<file path="config.mk">
export PLATFORM = sky130hd
export DESIGN_NAME = pdm_capture
export DESIGN_NICKNAME = d
export VERILOG_FILES = /design/src/rtl/pdm_capture.sv
export SDC_FILE = /design/constraint.sdc
export NUM_CORES = 1
export LEC_CHECK = 0
export CAP_MARGIN = 20
export CORE_ASPECT_RATIO = 1.4
export CORE_UTILIZATION = 61
export CTS_CLUSTER_DIAMETER = 60
export DETAILED_ROUTE_END_ITERATION = 8
export PLACE_DENSITY = 0.93
export SLEW_MARGIN = 20
export SYNTH_ARGS = -nofsm -noshare
export SYNTH_HDL_FRONTEND = slang
export SYNTH_SLANG_ARGS = --single-unit
</file>
<file path="constraint.sdc">
create_clock -name clk -period 3.5 [get_ports clk]
set_clock_uncertainty 0.05 [all_clocks]
set_input_delay 1.05 -clock clk [delete_from_list [all_inputs] [get_ports clk]]
set_output_delay 1.05 -clock clk [all_outputs]
set_load 0.01 [all_outputs]
</file>
<file path="src/rtl/pdm_capture.sv">
// PDM microphone capture: bit-clock generation, box-car decimation over DECIM bits, sample RAM writer.
// Define PDM_CAPTURE_BITREV_EN to write samples in bit-reversed address order (in-place FFT input).
module pdm_capture #(
  parameter int ADDR_W   = 10,
  parameter int DATA_W   = 10,
  parameter int DECIM    = 974,
  parameter int HALF_DIV = 1,
  parameter bit LR_SEL   = 1'b0
) (
  input  logic              clk,
  input  logic              rst_n,
  input  logic              do_get_audio,
  output logic              did_get_audio,
  output logic              busy,
  output logic              write_enable,
  output logic [ADDR_W-1:0] mem_addr,
  output logic [DATA_W-1:0] data_out,
  output logic              micClk,
  output logic              micLRSel,
  input  logic              micData
);

  localparam int ACC_W = $clog2(DECIM + 1);
  localparam int DIV_W = (HALF_DIV > 1) ? $clog2(HALF_DIV) : 1;
  localparam logic [DIV_W-1:0]  DIV_LAST = DIV_W'(HALF_DIV - 1);
  localparam logic [ACC_W-1:0]  DECIM_C  = ACC_W'(DECIM);
  localparam logic [ADDR_W-1:0] IDX_LAST = '1;

  typedef enum logic [1:0] {S_IDLE, S_ACCUM, S_WRITE, S_DONE} state_t;

  state_t            r_state, w_state_nxt;
  logic [DIV_W-1:0]  r_div_cnt;
  logic              r_mic_clk;
  logic              w_mic_tick;
  logic              r_sync1, r_sync2;
  logic [ACC_W-1:0]  r_acc, r_bit_cnt;
  logic [ACC_W-1:0]  w_acc_sum, w_bit_sum;
  logic              w_win_done;
  logic [ADDR_W-1:0] r_index, w_addr;
  logic [DATA_W-1:0] w_scaled;

  logic              r_busy, r_we, r_did;
  logic [ADDR_W-1:0] r_addr;
  logic [DATA_W-1:0] r_data;
  logic              w_busy_nxt, w_we_nxt, w_did_nxt;
  logic [ADDR_W-1:0] w_addr_nxt;
  logic [DATA_W-1:0] w_data_nxt;

  // Free-running bit clock; a tick marks the cycle before micClk falls.
  always_ff @(posedge clk) begin
    if (!rst_n) begin
      r_div_cnt <= '0;
      r_mic_clk <= 1'b0;
    end else if (r_div_cnt == DIV_LAST) begin
      r_div_cnt <= '0;
      r_mic_clk <= ~r_mic_clk;
    end else begin
      r_div_cnt <= r_div_cnt + DIV_W'(1);
    end
  end

  assign w_mic_tick = (r_div_cnt == DIV_LAST) && r_mic_clk;

  always_ff @(posedge clk) begin
    r_sync1 <= micData;
    r_sync2 <= r_sync1;
  end

  assign w_acc_sum  = r_acc + ACC_W'(r_sync2);
  assign w_bit_sum  = r_bit_cnt + ACC_W'(1);
  assign w_win_done = w_mic_tick && (w_bit_sum == DECIM_C);

  generate
    if (ACC_W >= DATA_W) begin : g_scale_trunc
      assign w_scaled = w_acc_sum[ACC_W-1 -: DATA_W];
    end else begin : g_scale_shift
      assign w_scaled = {w_acc_sum, {(DATA_W - ACC_W){1'b0}}};
    end
  endgenerate

`ifdef PDM_CAPTURE_BITREV_EN
  generate
    for (genvar i = 0; i < ADDR_W; i++) begin : g_bitrev
      assign w_addr[i] = r_index[ADDR_W-1-i];
    end
  endgenerate
`else
  assign w_addr = r_index;
`endif

  always_ff @(posedge clk) begin
    if (!rst_n) r_state <= S_IDLE;
    else        r_state <= w_state_nxt;
  end

  always_comb begin
    w_state_nxt = r_state;
    case (r_state)
      S_IDLE:  if (do_get_audio) w_state_nxt = S_ACCUM;
      S_ACCUM: if (w_win_done)   w_state_nxt = S_WRITE;
      S_WRITE: w_state_nxt = (r_index == IDX_LAST) ? S_DONE : S_ACCUM;
      S_DONE:  w_state_nxt = S_IDLE;
      default: w_state_nxt = S_IDLE;
    endcase
  end

  // Outputs are registered from the next state so they line up with the state they describe.
  always_comb begin
    w_busy_nxt = (w_state_nxt != S_IDLE);
    w_we_nxt   = (w_state_nxt == S_WRITE);
    w_did_nxt  = (w_state_nxt == S_DONE);
    w_addr_nxt = r_addr;
    w_data_nxt = r_data;
    if (w_we_nxt) begin
      w_addr_nxt = w_addr;
      w_data_nxt = w_scaled;
    end
  end

  always_ff @(posedge clk) begin
    if (!rst_n) begin
      r_acc     <= '0;
      r_bit_cnt <= '0;
      r_index   <= '0;
    end else begin
      case (r_state)
        S_IDLE: begin
          r_acc     <= '0;
          r_bit_cnt <= '0;
          r_index   <= '0;
        end
        S_ACCUM: begin
          if (w_mic_tick) begin
            r_acc     <= w_acc_sum;
            r_bit_cnt <= w_bit_sum;
          end
        end
        S_WRITE: begin
          // A tick landing in the write cycle opens the next window.
          r_acc     <= w_mic_tick ? ACC_W'(r_sync2) : '0;
          r_bit_cnt <= w_mic_tick ? ACC_W'(1) : '0;
          r_index   <= r_index + ADDR_W'(1);
        end
        default: ;
      endcase
    end
  end

  always_ff @(posedge clk) begin
    if (!rst_n) begin
      r_busy <= 1'b0;
      r_we   <= 1'b0;
      r_did  <= 1'b0;
      r_addr <= '0;
      r_data <= '0;
    end else begin
      r_busy <= w_busy_nxt;
      r_we   <= w_we_nxt;
      r_did  <= w_did_nxt;
      r_addr <= w_addr_nxt;
      r_data <= w_data_nxt;
    end
  end

  assign busy          = r_busy;
  assign write_enable  = r_we;
  assign did_get_audio = r_did;
  assign mem_addr      = r_addr;
  assign data_out      = r_data;
  assign micClk        = r_mic_clk;
  assign micLRSel      = LR_SEL;

endmodule

</file>
Word level (Yosys, flattened, before mapping)
Cells that the tools add are included.

storage, ports and cells
  flip-flop bits (word level) = 59
  latch bits = 0
  bits in writable memories = 0
  ROM bits = 0
  output and inout bits = 25
  memories = 0

cells by class
  add/subtract/negate cells = 4
  multiply operators = 0
  div/mod/pow operators = 0
  $lt $le $gt $ge = 0
  equal/unequal tests = 8
  shift-type cells = 0
  mux-type cells = 11
  bitwise gates (word level) = 2
  reduce and logical (&&, ||, !) cells = 8

operator list
  kind                                           number
  one-hot mux 10 bit (3 select lines)            2
  adder 10 x 1 -> 10 bit, second input constant  2
  == test 10 bit, second input constant          2
  2-to-1 mux 10 bit                              2
  one-hot mux 10 bit (2 select lines)            1
  adder 10 x 1 -> 10 bit                         1
  == test 2 bit, second input constant           4
  one-hot mux 2 bit (4 select lines)             1
  2-to-1 mux 2 bit                               3
  AND reduction 2 bit                            2
  nonzero test 2 bit                             2
  nonzero test 3 bit                             1
  == test 2 x 1 -> 1 bit, second input constant  1
  logical AND 1 bit                              2
  logical NOT 2 bit                              1
  2-to-1 mux 1 bit                               2
  != test 2 bit, second input constant           1
  NOT 1 bit                                      2
  adder 1 bit, second input constant             1

Longest topological paths before layout
  depth after elaboration = 6
  mapped depth = 10
  mapped depth without buffers = 8

Least setup slack after synthesis
No wires, ideal clock.

  kind = input-to-reg
  start point = input do_get_audio
  end point = register r_data[9], in the netlist data_out[9]
  setup time = 0.119 ns
  data arrival time = 2.058 ns
  slack = 1.273 ns
  stages = 6
  buffers on the path = 1
  cell sequence = nor3b_1 > a21o_1 > a22oi_4 > buf_6 > nor3_1 > nor3_2

on the way
  longest elaborated chain between the ends = 3

RTL lines
  element                             RTL line  source
  start, declared                     12        input logic do_get_audio,
  2-to-1 mux 2 bit                    99        S_IDLE: if (do_get_audio) w_state_nxt = S_ACCUM;
  one-hot mux 2 bit (4 select lines)  98        case (r_state)
  == test 2 bit                       110       w_we_nxt = (w_state_nxt == S_WRITE);
  end signal, assigned                161       r_data <= w_data_nxt;
  end, declared                       44        logic [DATA_W-1:0] r_data;

Every way passes these cells.
A chain may end at the register's enable or synchronous reset.

Final worst setup path
  start point = input do_get_audio
  end point = register r_data[5], in the netlist data_out[5]

The elaborated chain is that of the path after synthesis.

==> reports/results.ini <==
[place]
gp_congestion=0.847
dp.cells=408
io_buffers=27
place_ws_ns=0.553
dp.final_hpwl_um=4390
place_area_sq_um=3180

[detailed_routing]
drt_iter0_drc=210
vias_per_cell=6.21
drc=0
final_antenna_net_count=0
num_vias=2631
wl_per_cell_um=15.8
first_pass_iters=5
routed_wl_um=6720

[sta]
max_freq_mhz=382
final-max-slew-violation-count=0
relSlewSlack_pct=59.3
setup_violations=0
fin_ws_ns=0.882
post-route-min-period_ns=2.62
setup_tns_ns=0
rsz0062_at_grt=no
finalHoldViolations=0
tightest_slew_ns=0.608
whs_ns=0.280
post-route-period-util_pct=74.8

[clocking]
clk_pin_slew_ns=0.06
cts_hold_buf=0
cts_sinks=59
cts_made_buffers=9
cts_tree=done
root_buffer=clkbuf_8
h-tree-depth=3
clockBufferDepth=2
post_cts_resized=0
post_cts_buffers=0
clk_latency_ns=0.35

[synthesis]
synth_common_cells=dfxtp_1, nor2_1, a21oi_1
synth_edf_count=0
synth_seq_cells=59
synthAdderAreaFrac_pct=3.39
synth.area.mux_share_pct=0.339
yosys.area_share.xor_xnor_pct=3.52
synth.most_common_cell=dfxtp_1
synth_area_leaders=dfxtp_1, a21oi_2, a21oi_1, nor2_1, nand3_1
synthCells=335
avgSynthCellArea_sq_um=8.81
synth_top_flop_cell=dfxtp_1
synth.cell_area_sq_um=2950
ys_seq_area_share_pct=40.0
synth_top_area_share_pct=40.0
synth-compound-area-share_pct=24.8
synth_cell_types=56
synth_top_family_by_area=compound AO/OA/AOI/OAI gates
synth_top_area_cell=dfxtp_1
ys_warn_count=0
synthArstFlopShare_pct=0
synthSimpleGateAreaFrac_pct=21.0

[final_layout]
post-route-util_pct=75.6
stdcell_area_sq_um=3460
layout.nets=369
drive_gt1_share_pct=16.3
diodes=0
layout.cells.non_filler=424
areaGrowthSynthToFinish_pct=17.1

[grt]
grt_usage_pct=28.8
antenna_found_initial=0
grt_pass1_wl_um=11100
grt_use_met1_pct=30.7
use_met2_pct=48.2
grt_overflow_total=0
grt_pass1_vias=2545
grt_busiest_layer=met2
grtUsageMet3_pct=9.24
grt_max_degree=23

[worst_setup_path]
crit_chain=clkdlybuf4s50_1 > nor3b_1 > a21o_1 > a22oi_4 > nor2_1 > a211oi_1
r2r_setup_slack_ns=0.95
required_ns=3.66
cp.arrival_ns=2.78
slowest_delay_ns=0.44
setup.worst_path.start_class=primary input
path_class=primary input to flip-flop
worstPathMaxFanout=15
critPathSlowestCell=clkdlybuf4s50_1
endpoint_kind=flip-flop

[status]
status=completed

[pwr]
ir_drop_mv=0.462
cellLeakagePower_nw=1.21
total_power_mw=1.64
power_density_nw_per_um2=474

[floorplanning]
dieArea_sq_um=5120
row_count=29
core_sq_um=4570
die_w_um=60.8
io-pin-count=29
fp.dieH_um=84.3
start_util_pct=64.6

[job]
cap_violations=0

[worst_hold_path]
hold_class=flip-flop to flip-flop

==> cell usage in the layout (no fill, tap or decap), types with 6 or more instances in the layout <==
| master | synthesis | routed |
|---|---|---|
| nand2_1 | 18 | 18 |
| ha_1 | 8 | 8 |
| a21oi_1 | 27 | 27 |
| nor2_1 | 34 | 34 |
| nand3_1 | 25 | 25 |
| buf_4 | 6 | 6 |
| and3_1 | 7 | 7 |
| clkbuf_8 | 0 | 11 |
| clkdlybuf4s50_1 | 0 | 27 |
| inv_1 | 7 | 7 |
| nor3_1 | 7 | 7 |
| nand4_1 | 7 | 7 |
| a211oi_1 | 9 | 9 |
| xnor2_1 | 6 | 6 |
| dfxtp_1 | 59 | 59 |
| o21ai_0 | 16 | 16 |
| a21oi_2 | 16 | 16 |
| o21ai_2 | 8 | 8 |
| nor3b_1 | 6 | 6 |
==> worst paths after layout <==
check,depth (start not counted),startpoint,to
max,6,do_get_audio,data_out[5]
min,0,r_sync1,r_sync2
max reg2reg,7,r_bit_cnt[0],data_out[3]
min reg2reg,0,r_sync1,r_sync2
==> layer usage <==
| layer | vias to the layer above | share of wire (%) |
|---|---|---|
| met5 | - | 0 |
| met4 | 0 | 2.9 |
| met3 | 25 | 5.2 |
| met2 | 102 | 53 |
| met1 | 1258 | 39 |
| li1 | 1246 | - |
==> power by group <==
part	internal [mW]	switching, mW	total (mW)
Clock	0.584	0.271	0.856
Sequential	0.677	0.00370	0.681
Combinational	0.0327	0.0705	0.103
==> flip-flops by register name (all words and copies together) (netlist names) <==
register and cells:
r_div_cnt 1, r_index 10, r_sync2 1, data_out 10
write_enable 1, r_sync1 1, did_get_audio 1, r_bit_cnt 10
mem_addr 10, busy 1, r_state 2, r_acc 10
micClk 1
==> logic make-up (layout without fill, tap and decap cells) <==
family / after synthesis / in the layout
simple gates: 121 / 121
mux: 1 / 1
compound gates: 102 / 102
xor+xnor: 11 / 11
fa+ha+maj: 8 / 8
buf+inv: 32 / 58
other cells: 1 / 2
flops: 59 / 59
==> critical path, delay by kind of cell <==
kind                   cells  cell delay, ns
and+or+nand+nor            2            0.77
buffers and inverters      1            0.44
AOI/OAI and AO/OA          3            0.51
==> final cells by class <==
type	count	area (sq um)
clock inverters	4	120
well taps	62	77.6
multi-input cells	245	1570
repair buffers	33	315
fillers	326	1110
clock buffers	12	155
flip-flops and latches	59	1180
inverters	9	33.8
Note: power is estimated with default switching activity, not from simulation.
